$ cat config.mk
export PLATFORM = sky130hd
export DESIGN_NAME = output_bus_arbiter_flat
export DESIGN_NICKNAME = d
export VERILOG_FILES = /design/src/rtl/output_bus_pkg.sv /design/src/rtl/output_bus_arbiter_if.sv /design/src/rtl/output_bus_arbiter_rr_arbiter.sv /design/src/rtl/output_bus_arbiter.sv /design/src/flat_wrapper.sv
export SDC_FILE = /design/constraint.sdc
export NUM_CORES = 1
export LEC_CHECK = 0
export ABC_AREA = 1
export CORE_ASPECT_RATIO = 0.6
export CORE_UTILIZATION = 45
export CTS_CLUSTER_SIZE = 14
export DETAILED_ROUTE_END_ITERATION = 7
export PLACE_DENSITY = 0.88
export REMOVE_ABC_BUFFERS = 1
export SYNTH_ARGS = -nofsm -noshare
export SYNTH_HDL_FRONTEND = slang
export SYNTH_SLANG_ARGS = --single-unit
export TNS_END_PERCENT = 100
$ cat constraint.sdc
create_clock -name clk -period 2.5 [get_ports clk]
set_input_delay 0.375 -clock clk [delete_from_list [all_inputs] [get_ports clk]]
set_output_delay 0.375 -clock clk [all_outputs]
set_load 0.01 [all_outputs]
$ cat src/rtl/output_bus_pkg.sv
// output_bus_pkg: shared FSM state type and bus/word widths for the output bus arbiter
package output_bus_pkg;
  typedef enum logic [1:0] {IDLE, SEND_HI, SEND_LO} state_t;
  localparam int WORD_W = 16;
  localparam int BYTE_W = 8;
endpackage

$ cat src/rtl/output_bus_arbiter_if.sv
// output_bus_arbiter_if: requester side (req, data, gnt, done) and byte bus side (bus, bus_valid, bus_ready, bus_id, byte_idx, busy)
interface output_bus_arbiter_if #(
  parameter int N = 4,
  parameter int IDW = $clog2(N)
) ();
  import output_bus_pkg::*;
  logic [N-1:0]        req;
  logic [WORD_W*N-1:0] data;
  logic                bus_ready;
  logic [BYTE_W-1:0]   bus;
  logic                bus_valid;
  logic [IDW-1:0]      bus_id;
  logic                byte_idx;
  logic [N-1:0]        gnt;
  logic [N-1:0]        done;
  logic                busy;
  modport master (input req, data, bus_ready, output bus, bus_valid, bus_id, byte_idx, gnt, done, busy);
  modport slave (output req, data, bus_ready, input bus, bus_valid, bus_id, byte_idx, gnt, done, busy);
endinterface

$ cat src/rtl/output_bus_arbiter_rr_arbiter.sv
// rr_arbiter: combinational round-robin pick; req_i/ptr_i in, first set req at or above ptr_i (mod N) as winner_o, any_o = |req_i
module rr_arbiter #(
  parameter int N = 4,
  parameter int IDW = $clog2(N)
) (
  input  logic [N-1:0]   req_i,
  input  logic [IDW-1:0] ptr_i,
  output logic [IDW-1:0] winner_o,
  output logic           any_o
);
  always_comb begin
    winner_o = '0;
    for (int i = N - 1; i >= 0; i--)
      winner_o = req_i[(int'(ptr_i) + i) % N] ? IDW'((int'(ptr_i) + i) % N) : winner_o;
  end
  assign any_o = |req_i;
endmodule

$ cat src/rtl/output_bus_arbiter.sv
// output_bus_arbiter: grants one of N requesters round-robin and sends its captured 16-bit word as two bytes (hi first); clk, rst (async active-low), ob (master modport)
module output_bus_arbiter
  import output_bus_pkg::*;
#(
  parameter int N = 4,
  parameter int IDW = $clog2(N)
) (
  input logic               clk,
  input logic               rst,
  output_bus_arbiter_if.master ob
);
  state_t              state_q, state_d;
  logic [IDW-1:0]      rr_q, rr_d, id_q, id_d, winner;
  logic [WORD_W-1:0]   hold_q, hold_d;
  logic [N-1:0]        gnt_q, gnt_d, done_q, done_d;
  logic                any_req;
  rr_arbiter #(.N(N), .IDW(IDW)) u_rr (
    .req_i   (ob.req),
    .ptr_i   (rr_q),
    .winner_o(winner),
    .any_o   (any_req)
  );
  always_comb begin
    state_d = state_q;
    rr_d    = rr_q;
    id_d    = id_q;
    hold_d  = hold_q;
    gnt_d   = gnt_q;
    done_d  = '0;
    case (state_q)
      IDLE: if (any_req) begin
        state_d = SEND_HI;
        id_d    = winner;
        gnt_d   = N'(1) << winner;
        hold_d  = ob.data[WORD_W*winner +: WORD_W];
      end
      SEND_HI: if (ob.bus_ready) state_d = SEND_LO;
      SEND_LO: if (ob.bus_ready) begin
        state_d = IDLE;
        gnt_d   = '0;
        done_d  = N'(1) << id_q;
        rr_d    = id_q == IDW'(N - 1) ? '0 : id_q + 1'b1;
      end
      default: state_d = IDLE;
    endcase
  end
  always_ff @(posedge clk or negedge rst) begin
    if (!rst) begin
      state_q <= IDLE;
      rr_q    <= '0;
      id_q    <= '0;
      hold_q  <= '0;
      gnt_q   <= '0;
      done_q  <= '0;
    end else begin
      state_q <= state_d;
      rr_q    <= rr_d;
      id_q    <= id_d;
      hold_q  <= hold_d;
      gnt_q   <= gnt_d;
      done_q  <= done_d;
    end
  end
  assign ob.bus       = state_q == SEND_HI ? hold_q[WORD_W-1:BYTE_W] : state_q == SEND_LO ? hold_q[BYTE_W-1:0] : '0;
  assign ob.bus_valid = state_q != IDLE;
  assign ob.busy      = state_q != IDLE;
  assign ob.byte_idx  = state_q == SEND_LO;
  assign ob.bus_id    = id_q;
  assign ob.gnt       = gnt_q;
  assign ob.done      = done_q;
endmodule

$ cat src/flat_wrapper.sv
// flat-port wrapper written by rule: the top's interface ports become plain ports
module output_bus_arbiter_flat import output_bus_pkg::*;
#(
  parameter int N = 4,
  parameter int IDW = $clog2(N)
)
  (clk, rst, ob_req, ob_data, ob_bus_ready, ob_bus, ob_bus_valid, ob_bus_id, ob_byte_idx, ob_gnt, ob_done, ob_busy);
  output_bus_arbiter_if #(.N(N), .IDW(IDW)) ob_i ();
  input logic clk;
  input logic rst;
  input wire logic [$bits(ob_i.req)-1:0] ob_req;
  input wire logic [$bits(ob_i.data)-1:0] ob_data;
  input wire logic [$bits(ob_i.bus_ready)-1:0] ob_bus_ready;
  output wire logic [$bits(ob_i.bus)-1:0] ob_bus;
  output wire logic [$bits(ob_i.bus_valid)-1:0] ob_bus_valid;
  output wire logic [$bits(ob_i.bus_id)-1:0] ob_bus_id;
  output wire logic [$bits(ob_i.byte_idx)-1:0] ob_byte_idx;
  output wire logic [$bits(ob_i.gnt)-1:0] ob_gnt;
  output wire logic [$bits(ob_i.done)-1:0] ob_done;
  output wire logic [$bits(ob_i.busy)-1:0] ob_busy;
  assign ob_i.req = ob_req;
  assign ob_i.data = ob_data;
  assign ob_i.bus_ready = ob_bus_ready;
  assign ob_bus = ob_i.bus;
  assign ob_bus_valid = ob_i.bus_valid;
  assign ob_bus_id = ob_i.bus_id;
  assign ob_byte_idx = ob_i.byte_idx;
  assign ob_gnt = ob_i.gnt;
  assign ob_done = ob_i.done;
  assign ob_busy = ob_i.busy;
  output_bus_arbiter #(.N(N), .IDW(IDW)) u_core (.clk(clk), .rst(rst), .ob(ob_i));
endmodule
* Yosys cells after proc, flatten, opt, wreduce, memory -nomap -nowiden
Index checks and enable logic that the tools add are counted.
** Word-level totals
- Input port bits :: 71
- Output and inout bits :: 21
- Word-level logic and storage cells :: 64
- Register bits :: 30
** Cells by class
- Order comparisons :: 4
- Equal/unequal tests :: 6
- Bitwise gates (word level) :: 3
- Shift-type cells :: 3
- Add/subtract/negate cells :: 4
- Multiplexer cells :: 27
- Reduce and logical (&&, ||, !) cells :: 11
** Operators with widths (count)
- $shiftx A64 B7 Y16 :: 1
- $mux W2 :: 8
- $mux W4 :: 4
- $mux W8 :: 2
- $lt A3 B4 Y1 const B :: 3
- $bmux W1 S2 :: 4
- $pmux W4 S2 :: 1
- $shl A1 B2 Y4 const A :: 2
- $mux W1 :: 7
- $pmux W2 S3 :: 1
- $reduce_and A3 Y1 :: 2
- $reduce_or A2 Y1 :: 3
- $add A2 B1 Y2 const B :: 2
- $add A2 B2 Y2 const B :: 2
- $eq A2 B2 Y1 const B :: 2
- $ne A2 B2 Y1 const B :: 2
- $reduce_and A2 Y1 :: 2
- $reduce_bool A2 Y1 :: 2
- $reduce_or A4 Y1 :: 1
- $and A1 B1 Y1 const A :: 3
- $lt A2 B3 Y1 const B :: 1
- $eq A2 B1 Y1 const B :: 1
- $logic_not A2 Y1 :: 1
- $ne A2 B1 Y1 const B :: 1

* Longest topological paths before layout
Gate-level depths: netlist (run 1).
- Depth in word-level cells :: 13
- Gate-level depth with buffers :: 16
- Mapped depth without buffers :: 14

* Cells and area by module
From an unflattened synthesis (run 1), not the netlist that was laid out.
** Second synthesis, totals
- Cell total of the unflattened synthesis :: 359
- Area total of the unflattened synthesis :: 2230.9 sq um
** Modules (own cells, without submodules)
- output_bus_arbiter :: cells an instance 315, sequential area each 750.7 sq um, area each 2031.9 sq um, times used 1
- rr_arbiter :: cells an instance 44, sequential area each 0.0 sq um, area each 198.9 sq um, times used 1

* Worst setup path after synthesis (run 1)
OpenSTA, ideal clock, no wires.
- Kind :: register to register
- Start :: register u_core.rr_q[0]
- End :: register u_core.hold_q[10]
- Arrival :: 1.468 ns
- Buffers on the path :: 3
- Stages on the path, launching flop included :: 14
- Data required time :: 2.383 ns
- Library setup time :: 0.117 ns
- Clock period less this slack :: 1.584 ns
- Slack :: 0.916 ns
- Cell sequence :: dfrtp_1 > buf_6 > o21ai_1 > nand3_1 > nand2_1 > nand3_1 > nand3_1 > nand2_1 > buf_4 > buf_4 > nand3_1 > nand2_1 > nand2_1 > nand2_1
** On the way
- Longest elaborated chain between the ends :: 9
- Elaborated cells between the ends (all ways) :: 19
- Classes of those cells :: 3 x add/sub; 1 x shift; 15 x mux
** RTL lines
- start, declared :: line output_bus_arbiter.sv:13 : logic [IDW-1:0] rr_q, rr_d, id_q, id_d, winner;
- start signal, assigned :: line output_bus_arbiter.sv:57 : rr_q <= rr_d;
- $add A2 B2 Y2 :: line output_bus_arbiter_rr_arbiter.sv:14 : winner_o = req_i[(int'(ptr_i) + i) % N] ? IDW'((int'(ptr_i) + i) % N) : winner_o;
- $bmux W1 S2 :: line output_bus_arbiter_rr_arbiter.sv:14
- $mux W1 (not written as such) (2 in a row) :: line output_bus_arbiter_rr_arbiter.sv:14
- $mux W2 (3 in a row) :: line output_bus_arbiter_rr_arbiter.sv:14
- $mux W2 * :: line output_bus_arbiter_rr_arbiter.sv:14
- $shiftx A64 B7 Y16 * :: line output_bus_arbiter.sv:35 : hold_d = ob.data[WORD_W*winner +: WORD_W];
- end signal, assigned :: line output_bus_arbiter.sv:59 : hold_q <= hold_d;
- end, declared :: line output_bus_arbiter.sv:14 : logic [WORD_W-1:0] hold_q, hold_d;
Mark *: on every way between the ends. The rest lies on a longest branch, timed or not. The select of a mux whose other input is x is not followed.
A chain may end at the register's enable or synchronous reset.

* Worst setup path in the final report (run 1)
- Start :: register u_core.state_q[1]
- End :: output ob_bus[3]
** On the way
- Longest elaborated chain between the ends :: 3
- Elaborated cells between the ends (all ways) :: 4
- Classes of those cells :: 2 x eq/ne; 2 x mux
** RTL lines
- start, declared :: line output_bus_arbiter.sv:12 : state_t state_q, state_d;
- start signal, assigned :: line output_bus_arbiter.sv:56 : state_q <= state_d;
- $eq A2 B2 Y1 :: line output_bus_arbiter.sv:64 : assign ob.bus = state_q == SEND_HI ? hold_q[WORD_W-1:BYTE_W] : state_q == SEND_LO ? hold_q[BYTE_W-1:0] : '0;
- $mux W8 :: line output_bus_arbiter.sv:64
- $mux W8 * :: line output_bus_arbiter.sv:64
- end, declared :: line flat_wrapper.sv:14 : output wire logic [$bits(ob_i.bus)-1:0] ob_bus;
Mark *: on every way between the ends. The rest lies on a longest branch, timed or not.

==> qor.csv, run 1 <==
metric,value,unit
via count,2571,
CP top delay family,buffers and inverters,
Max Fclk,432,MHz
H-tree depth,2,
DRC viols,0,
critical path cell sequence,"clkinvlp_4, nor2_1, buf_4, nand2_1, nand2_1, clkdlybuf4s50_1",
unrepaired setup endpoints after global routing,no,
core box area,0.00471,sq mm
Synth async-reset ratio,100,%
# resized after CTS,0,
register area,751,sq um
crit end category,primary output,
Slew Limit Fails,0,
Worst Path Required,2120,ps
distinct cell type count after synthesis,25,
largest net degree at the start of global routing,35,
most frequent cells in the layout,"nand2_1 (156), clkdlybuf4s50_1 (91), nand3_1 (70), inv_1 (44), dfrtp_1 (30)",
Final nets,528,
Clock Tree Root,clkbuf_8,
Synth Area in Compound Gates,3.29,%
number of synthesized register bits,30,
number of global-route vias before repair,2381,
"Reg clk slew, reported paths",70,ps
grt total ovfl,0,
static leakage,0.00179,uW
minimum clock period,2310,ps
r2r startpoint,u_core.rr_q[0]$_DFFE_PN0P_,
setup ws final,186,ps
Total Power,4290,uW
Die Span Y,57.1,um
Clock Path Buffers,2,
Tcrit/Tclk final,92.6,%
Buffers & Inverters on Critical Path,3,
Post-Synth Simple-Gate Area,47.5,%
Syn-to-layout area delta,47.1,%
WP data arrival,1940,ps
Post-Syn Area,0.00228,sq mm
outcome,completed,
Clock Skews,8.78,ps
"most used cell, CP",nand2_1,
clock buffer count from CTS,5,
"Largest stage delay, worst path",550,ps
CTS tree,yes,
detailed placement HPWL,4.84,mm
Crit Path Max Fanout,10,
Hold Path Class,input port to asynchronous set/reset pin,
Ports,92,
DIE WIDTH,93.9,um
antenna violations before repair,0,
Antenna Violating Nets Remaining,0,
Post-synth EDFFs,0,
DRT Wirelength,6.48,mm
hold-fix buffer count after cts,0,
max-cap check violation count,0,
r2r worst-path depth,13,
Slew HR,73.2,%
PortBufs,91,
cells after synthesis,365,
Cell Rows,19,
multi-input gate area in the final layout,0.00121,sq mm
Hold Fails Final Rpt,0,
Initial Util,48.4,%
CP startpoint kind,flip-flop,
post-CTS setup buffer count,0,
slowest library cell on the worst path,clkdlybuf4s50_1,
"most common cell after layout, fill and taps aside",nand2_1,
Mean Syn Cell Area,6.25,sq um
setup_tns,0,ps
Synth Area in Adders,2.20,%
share of post-route cells with drive strength above 1,8.81,%
RePlAce Congestion,0.869,
ys flop type,dfrtp_1,
first-pass GRT wire length,10.8,mm
mux cell area share after synthesis,0,%
die area,0.00536,sq mm
fill cell count,406,
global-route usage over all layers,25.4,%
drt wl/cell,12.5,um
pwr/cell area,1280,mW/mm^2
XOR/XNOR Fraction of Synth Area,0,%
drt pass-1 iters,6,
Worst-Margin Slew,401,ps
drt initial violations,155,
clock sink count,30,
register area share after synthesis,32.9,%
capturing point of the worst reg2reg path,u_core.hold_q[5]$_DFFE_PN0P_,
Final setup viols,0,
Clock Latency Late Sink,280,ps
Setup WS pre-CTS,187,ps
Peak VDD IR,0.636,mV
main combinational cell family by area after synthesis,simple AND/OR/NAND/NOR gates,
worst reg-to-reg setup slack,500,ps
DR vias/cell,4.97,
Diodes inserted,0,
Setup Crit Path Kind,flip-flop to primary output,
Ys Warns,0,
flip-flops by register name, indices dropped and copies added, names as in the netlist:
signal            cells
u_core.hold_q        16
u_core.ob.bus_id      2
u_core.ob.done        4
u_core.ob.gnt         4
u_core.rr_q           2
u_core.state_q        2
synthesized netlist by cell type, types with 2 or more instances:
| master | number | area share (%) |
|---|---|---|
| o21a_1 | 2 | 0.66 |
| o21ai_1 | 2 | 0.44 |
| nand2_2 | 11 | 3.0 |
| nor2_1 | 7 | 1.2 |
| o21ai_0 | 5 | 1.1 |
| buf_4 | 3 | 0.99 |
| inv_2 | 4 | 0.66 |
| clkbuf_1 | 4 | 0.66 |
| nand3_2 | 2 | 0.88 |
| buf_6 | 3 | 1.5 |
| buf_2 | 9 | 2.0 |
| nand2_1 | 156 | 26 |
| inv_1 | 44 | 7.2 |
| dfrtp_1 | 30 | 33 |
| nand3_1 | 70 | 15 |
| ha_1 | 4 | 2.2 |
worst reg2reg max path: cells and delay by family (launching register included):
family | cells | cell delay [ps]
buf+inv | 1 | 110
flops | 1 | 530
simple gates | 12 | 1260
stage by stage:
stage	cells	cell area [sq um]	util [%]	hold slack (ps)
after global placement	509	3210	68.2	463
after detailed placement	509	3210	68.2	467
after global routing	517	3350	71.3	506
after CTS	517	3350	71.2	485
after floorplan	345	2140	-	79.4
final	517	3350	71.3	477
logic make-up after synthesis:
group / Yosys count
AND/OR/NAND/NOR: 250
adder cells (fa/ha/maj): 4
flip-flops: 30
AO/OA/AOI/OAI: 12
buffers and inverters: 69
how the worst max path moves through the flow:
stage | end | cells past startpoint | slack [ps] | from
final | ob_bus[3] | 6 | 190 | u_core.state_q[1]$_DFFE_PN0P_
after global routing | ob_bus[4] | 6 | 60 | u_core.state_q[1]$_DFFE_PN0P_
after CTS | ob_bus[3] | 6 | 140 | u_core.state_q[1]$_DFFE_PN0P_
after detailed placement | u_core.hold_q[5]$_DFFE_PN0P_ | 14 | 190 | ob_req[0]
after global placement | u_core.hold_q[5]$_DFFE_PN0P_ | 13 | 270 | ob_req[3]
after floorplan | u_core.ob.gnt[3]$_DFFE_PN0P_ | 4 | 100 | u_core.state_q[0]$_DFFE_PN0P_
area by class of cell:
cell class / count / area share, %
clock buffers: 6 / 2.46
clock inverters: 2 / 1.79
inverters: 49 / 5.59
multi-input cells: 266 / 36.0
flip-flops and latches: 30 / 22.4
well taps: 63 / 2.35
repair buffers: 101 / 29.4
per-layer routing:
layer | track usage (%) | routed length [um] | up-vias
met5 | 0 | 0 | -
met4 | 5.27 | 65 | 0
met3 | 6.27 | 594 | 12
met2 | 42.4 | 2980 | 111
met1 | 33.9 | 2840 | 1154
li1 | - | - | 1294
power by group:
group | total [uW] | internal (uW) | switching (uW)
sequential | 879 | 701 | 178
clock | 620 | 425 | 194
combinational | 2790 | 1120 | 1680
(Power assumes the default switching activity.)
==> run 2, diff against run 1 <==
SYNTH_HIERARCHICAL = 1   (was default)
==> run 2 against run 1 <==
  * Design area fell by 5.7%
  * Clock skew fell by 3.5 ps
  * Count of clock-buffer cells in the layout rose by 1
  * Largest cell class unchanged
  * Largest power group unchanged
==> qor.csv, run 2 <==
metric,value,unit,change
Peak VDD IR,0.698,mV,+9.7%
Max Fclk,436,MHz,+0.86%
Slew HR,71.5,%,-1.8 points
DRC viols,0,,unchanged
Hold Fails Final Rpt,0,,unchanged
"Reg clk slew, reported paths",60,ps,about the same
top cell type's share of synthesized area,39.4,%,+6.4 points
fill cell count,411,,+1.2%
Hold Path Class,input port to asynchronous set/reset pin,,
Mean Syn Cell Area,6.21,sq um,-0.50%
number of global-route vias before repair,2150,,-9.7%
Die Span Y,56.5,um,-1.0%
number of synthesized register bits,30,,unchanged
"most common cell after layout, fill and taps aside",nand2_1,,
PortBufs,91,,unchanged
DR vias/cell,4.69,,-5.7%
Reg with most FFs,u_core/hold_q,,
Worst Path Required,2120,ps,about the same
most frequent cells in the layout,"nand2_1 (234), clkdlybuf4s50_1 (91), dfrtp_1 (30), nand3_1 (23), nand2_2 (13)",,
drt initial violations,127,,-18%
Tcrit/Tclk final,91.8,%,-0.79 points
post-CTS setup buffer count,0,,unchanged
Slew Limit Fails,0,,unchanged
clock sink count,30,,unchanged
global-route usage over all layers,23.1,%,-2.3 points
ys flop type,dfrtp_1,,
detailed placement HPWL,4.20,mm,-13%
most numerous cell in the Yosys netlist,nand2_1,,
antenna violations before repair,0,,unchanged
capturing point of the worst reg2reg path,u_core/hold_q[0]$_DFFE_PN0P_,,
pwr/cell area,1230,mW/mm^2,-3.8%
Clock Skews,5.26,ps,-3.52 ps
die area,0.00525,sq mm,-2.1%
Final nets,517,,-2.1%
setup_tns,0,ps,unchanged
core box area,0.00466,sq mm,-1.0%
share of post-route cells with drive strength above 1,7.24,%,-1.6 points
max-cap check violation count,0,,unchanged
"Core Util, Final",67.9,%,-3.4 points
minimum clock period,2290,ps,-19.8 ps
largest net degree at the start of global routing,36,,+2.9%
crit end category,primary output,,
drt wl/cell,11.2,um,-11%
grt total ovfl,0,,unchanged
unrepaired setup endpoints after global routing,no,,
synth top area cells,"nand2_1 (39%), dfrtp_1 (34%), nand3_1 (5.2%), nand2_2 (3.6%), buf_6 (3.5%)",,
outcome,completed,,
Ys Warns,6,,+6
cell accounting for the most synthesized area,nand2_1,,
Post-Syn Area,0.00223,sq mm,-2.1%
DIE WIDTH,92.9,um,-1.0%
H-tree depth,2,,unchanged
Ports,92,,unchanged
first-pass GRT wire length,9.57,mm,-11%
commonest cells in the netlist,"nand2_1 (234), dfrtp_1 (30), nand3_1 (23), nand2_2 (13), inv_1 (11)",,
Synth async-reset ratio,100,%,unchanged
r2r worst-path depth,15,,+2
Setup Crit Path Kind,flip-flop to primary output,,
WP data arrival,1920,ps,-20 ps
Syn-to-layout area delta,41.7,%,
Cell Rows,19,,unchanged
Antenna Violating Nets Remaining,0,,unchanged
worst reg-to-reg setup slack,440,ps,-60 ps
Final setup viols,0,,unchanged
via count,2368,,-7.9%
RePlAce Congestion,0.886,,+1.9%
drt pass-1 iters,5,,-1
Post-synth EDFFs,0,,unchanged
worst setup path start,u_core/state_q[0]$_DFFE_PN0P_,,
# resized after CTS,0,,unchanged
Diodes inserted,0,,unchanged
DRT Wirelength,5.65,mm,-13%
register area share after synthesis,33.7,%,+0.72 points
Worst-Margin Slew,428,ps,+27.2 ps
clock buffer count from CTS,5,,unchanged
number of flip-flops in the largest register,16,,unchanged
Initial Util,47.9,%,-0.55 points
cells after synthesis,359,,-1.6%
hold-fix buffer count after cts,0,,unchanged
r2r startpoint,u_core/rr_q[0]$_DFFE_PN0P_,,
Clock Path Buffers,2,,unchanged
Critical Path Sink,ob_bus[4],,
Clock Latency Late Sink,280,ps,about the same
distinct cell type count after synthesis,22,,-12%
CP startpoint kind,flip-flop,,
static leakage,0.00170,uW,-5.3%
Clock Tree Root,clkbuf_8,,
CTS tree,yes,,
Crit Path Max Fanout,13,,+3
run 2: layer usage:
layer / vias up / track usage, % / routed length (um)
li1: 1242 / - / -
met4: 0 / 5.93 / 67
met1: 1011 / 31.7 / 2690
met2: 104 / 36.7 / 2370
met3: 11 / 5.69 / 525
met5: - / 0 / 0
run 2: metrics by stage:
stage | worst slack [ps] | cells | total power (uW) | cell area [sq um] | hold WS, ps
5_1_grt | 108 | 505 | 4320 | 3160 | 490
3_3_place_gp | 259 | 498 | 3440 | 3090 | 463
6_report | 205 | 505 | 3890 | 3160 | 476
2_1_floorplan | 303 | 339 | 2610 | 2060 | 79.4
3_5_place_dp | 157 | 498 | 3520 | 3090 | 465
4_1_cts | 219 | 505 | 3890 | 3160 | 482
run 2: report_power, final:
group | leakage (uW) | switching, uW | internal (uW)
registers | 0.000384 | 168 | 683
clock network | 0.0000383 | 165 | 191
logic | 0.00128 | 1680 | 1010
total | 0.00170 | 2010 | 1880
run 2: how the worst min path moves through the flow:
stage / startpoint / endpoint / slack [ps]
final: rst / u_core/hold_q[0]$_DFFE_PN0P_ / 480
after global routing: u_core/hold_q[15]$_DFFE_PN0P_ / u_core/hold_q[15]$_DFFE_PN0P_ / 490
after CTS: u_core/hold_q[14]$_DFFE_PN0P_ / u_core/hold_q[14]$_DFFE_PN0P_ / 480
after detailed placement: u_core/hold_q[14]$_DFFE_PN0P_ / u_core/hold_q[14]$_DFFE_PN0P_ / 470
after global placement: u_core/hold_q[9]$_DFFE_PN0P_ / u_core/hold_q[9]$_DFFE_PN0P_ / 460
after floorplan: rst / u_core/hold_q[0]$_DFFE_PN0P_ / 80
run 2: layout make-up:
class                           count  area [sq um]  share of cell area, %
Inverter                           18          80.1                   2.53
Timing Repair Buffer               96           948                   30.0
Tap cell                           63          78.8                   2.49
Sequential cell                    30           751                   23.7
Multi-Input combinational cell    291          1230                   38.8
Clock buffer                        7          76.3                   2.41
run 2: critical path: stages (launching register included):
cell and delay, ps:
dfrtp_1 530, nor2_4 360, nand2_1 90, nand2_1 110, clkdlybuf4s50_1 540
run 2: logic make-up (layout without fill, tap and decap cells):
family                   after synthesis  count (layout)  synth area share, %
AO/OA/AOI/OAI                          8               8                 1.79
XOR/XNOR                               1               1                0.393
adder cells (fa/ha/maj)                4               4                 2.24
buffers and inverters                 38             121                 11.3
flip-flops                            30              30                 33.7
AND/OR/NAND/NOR                      278             278                 50.6
==> run 3, diff against run 2 <==
CTS_BUF_LIST = sky130_fd_sc_hd__clkbuf_8   (was default)
==> run 3 against run 2 <==
  * Non-clock buffer count is the same
  * Worst setup slack is essentially flat
  * Via count barely moved
  * Count of clock-buffer cells in the layout decreased by 2
  * Power decreased by 0.20%
  * Largest power group unchanged
  * Highest routed layer unchanged
==> qor.csv, run 3 (synthesized netlist as in run 2, its figures left out) <==
metric,value,unit,change
DRC viols,0,,unchanged
area post-placement,0.00309,sq mm,unchanged
"Design Area, Final",0.00316,sq mm,unchanged
setup_tns,0,ps,unchanged
Worst-Margin Slew,428,ps,unchanged
unrepaired setup endpoints after global routing,no,,
r2r worst-path depth,15,,unchanged
crit end category,primary output,,
Cell Rows,19,,unchanged
via count,2367,,-0.042%
register area,751,sq um,unchanged
"Core Util, Final",67.9,%,unchanged
Sw Ratio,51.8,%,+0.12 points
CTS tree,yes,,
P_sw,2010,uW,about the same
H-tree depth,2,,unchanged
drt initial violations,127,,unchanged
max-cap check violation count,0,,unchanged
capturing point of the worst reg2reg path,u_core/hold_q[0]$_DFFE_PN0P_,,
Initial Util,47.9,%,unchanged
worst reg-to-reg setup slack,440,ps,about the same
core box area,0.00466,sq mm,unchanged
Ports,92,,unchanged
post-CTS setup buffer count,0,,unchanged
Syn-to-layout area delta,41.7,%,unchanged
Slew HR,71.5,%,unchanged
power share of the clock group,9.0,%,-0.2 points
Reg with most FFs,u_core/hold_q,,
Comb power frac,69.1,%,about the same
Clock Path Buffers,2,,unchanged
Setup WS pre-CTS,157,ps,unchanged
share of post-route cells with drive strength above 1,7.24,%,unchanged
Diodes inserted,0,,unchanged
first-pass GRT wire length,9.57,mm,unchanged
minimum clock period,2290,ps,+0.209 ps
largest net degree at the start of global routing,36,,unchanged
Antenna Violating Nets Remaining,0,,unchanged
Hold Fails Final Rpt,0,,unchanged
RePlAce Congestion,0.886,,unchanged
setup ws final,205,ps,-0.209 ps
"Reg clk slew, reported paths",60,ps,about the same
outcome,completed,,
Worst Path Required,2120,ps,about the same
number of flip-flops in the largest register,16,,unchanged
Pint,1870,uW,-0.44%
most frequent cells in the layout,"nand2_1 (234), clkdlybuf4s50_1 (91), dfrtp_1 (30), nand3_1 (23)",,
Final nets,517,,unchanged
DRT Wirelength,5.65,mm,about the same
number of global-route vias before repair,2150,,unchanged
share of power burned in registers,21.9,%,about the same
Total Power,3890,uW,-0.20%
die area,0.00525,sq mm,unchanged
Hold Path Class,input port to asynchronous set/reset pin,,
clock sink count,30,,unchanged
global-route usage over all layers,23.1,%,unchanged
antenna violations before repair,0,,unchanged
clock buffer count from CTS,5,,unchanged
drt wl/cell,11.2,um,about the same
DR vias/cell,4.69,,about the same
Die Span Y,56.5,um,unchanged
r2r startpoint,u_core/rr_q[0]$_DFFE_PN0P_,,
PortBufs,91,,unchanged
Slew Limit Fails,0,,unchanged
WP data arrival,1920,ps,about the same
Clock Latency Late Sink,280,ps,about the same
pwr/cell area,1230,mW/mm^2,-0.20%
detailed placement HPWL,4.20,mm,unchanged
Setup Crit Path Kind,flip-flop to primary output,,
Final setup viols,0,,unchanged
Clock Skews,5.26,ps,-0.0000500 ps
static leakage,0.00171,uW,+0.49%
multi-input gate area in the final layout,0.00123,sq mm,unchanged
Peak VDD IR,0.697,mV,about the same
DIE WIDTH,92.9,um,unchanged
"most common cell after layout, fill and taps aside",nand2_1,,
CP startpoint kind,flip-flop,,
fill cell count,411,,unchanged
Tcrit/Tclk final,91.8,%,about the same
hold-fix buffer count after cts,0,,unchanged
grt total ovfl,0,,unchanged
# resized after CTS,0,,unchanged
Crit Path Max Fanout,13,,unchanged
Max Fclk,436,MHz,about the same
Clock Tree Root,clkbuf_8,,
drt pass-1 iters,5,,unchanged
run 3: worst max-delay path, cell delays in order (launching register included):
cell and delay, ps:
dfrtp_1 530, nor2_4 360, nand2_1 90, nand2_1 110, clkdlybuf4s50_1 540
run 3: worst max path at each step:
stage	startpoint	end	slack, ps	depth (start not counted)
final	u_core/state_q[0]$_DFFE_PN0P_	ob_bus[4]	210	4
after global routing	u_core/state_q[0]$_DFFE_PN0P_	ob_bus[6]	110	4
after detailed placement	ob_req[3]	u_core/hold_q[0]$_DFFE_PN0P_	160	16
after CTS	u_core/state_q[0]$_DFFE_PN0P_	ob_bus[6]	220	4
after global placement	ob_req[3]	u_core/hold_q[9]$_DFFE_PN0P_	260	16
after floorplan	u_core/rr_q[0]$_DFFE_PN0P_	u_core/hold_q[0]$_DFFE_PN0P_	300	14
run 3: routing by layer:
metal | up-vias | global-route usage (%) | wire (um)
li1 | 1242 | - | -
met1 | 1010 | 31.7 | 2680
met2 | 104 | 36.7 | 2370
met3 | 11 | 5.69 | 524
met4 | 0 | 5.93 | 67
met5 | - | 0 | 0
run 3: power groups by stage:
stage | sequential (uW) | combinational [uW] | clock (uW)
after global routing | 871 | 3060 | 379
after CTS | 849 | 2670 | 357
after detailed placement | 851 | 2670 | 0
after global placement | 847 | 2590 | 0
after floorplan | 835 | 1780 | 0
final | 851 | 2690 | 349
run 3: area by class of cell:
type / instances / area share, %
multi-input combinational: 291 / 38.8
timing repair buffer: 96 / 30.0
tap: 63 / 2.49
clock buffer: 5 / 2.18
clock inverter: 2 / 0.237
sequential: 30 / 23.7
inverter: 18 / 2.53
run 3: metrics by stage:
step / hold WS, ps / std cells
after detailed placement: 465 / 498
after CTS: 482 / 505
after global placement: 463 / 498
final: 476 / 505
after floorplan: 79.4 / 339
after global routing: 490 / 505
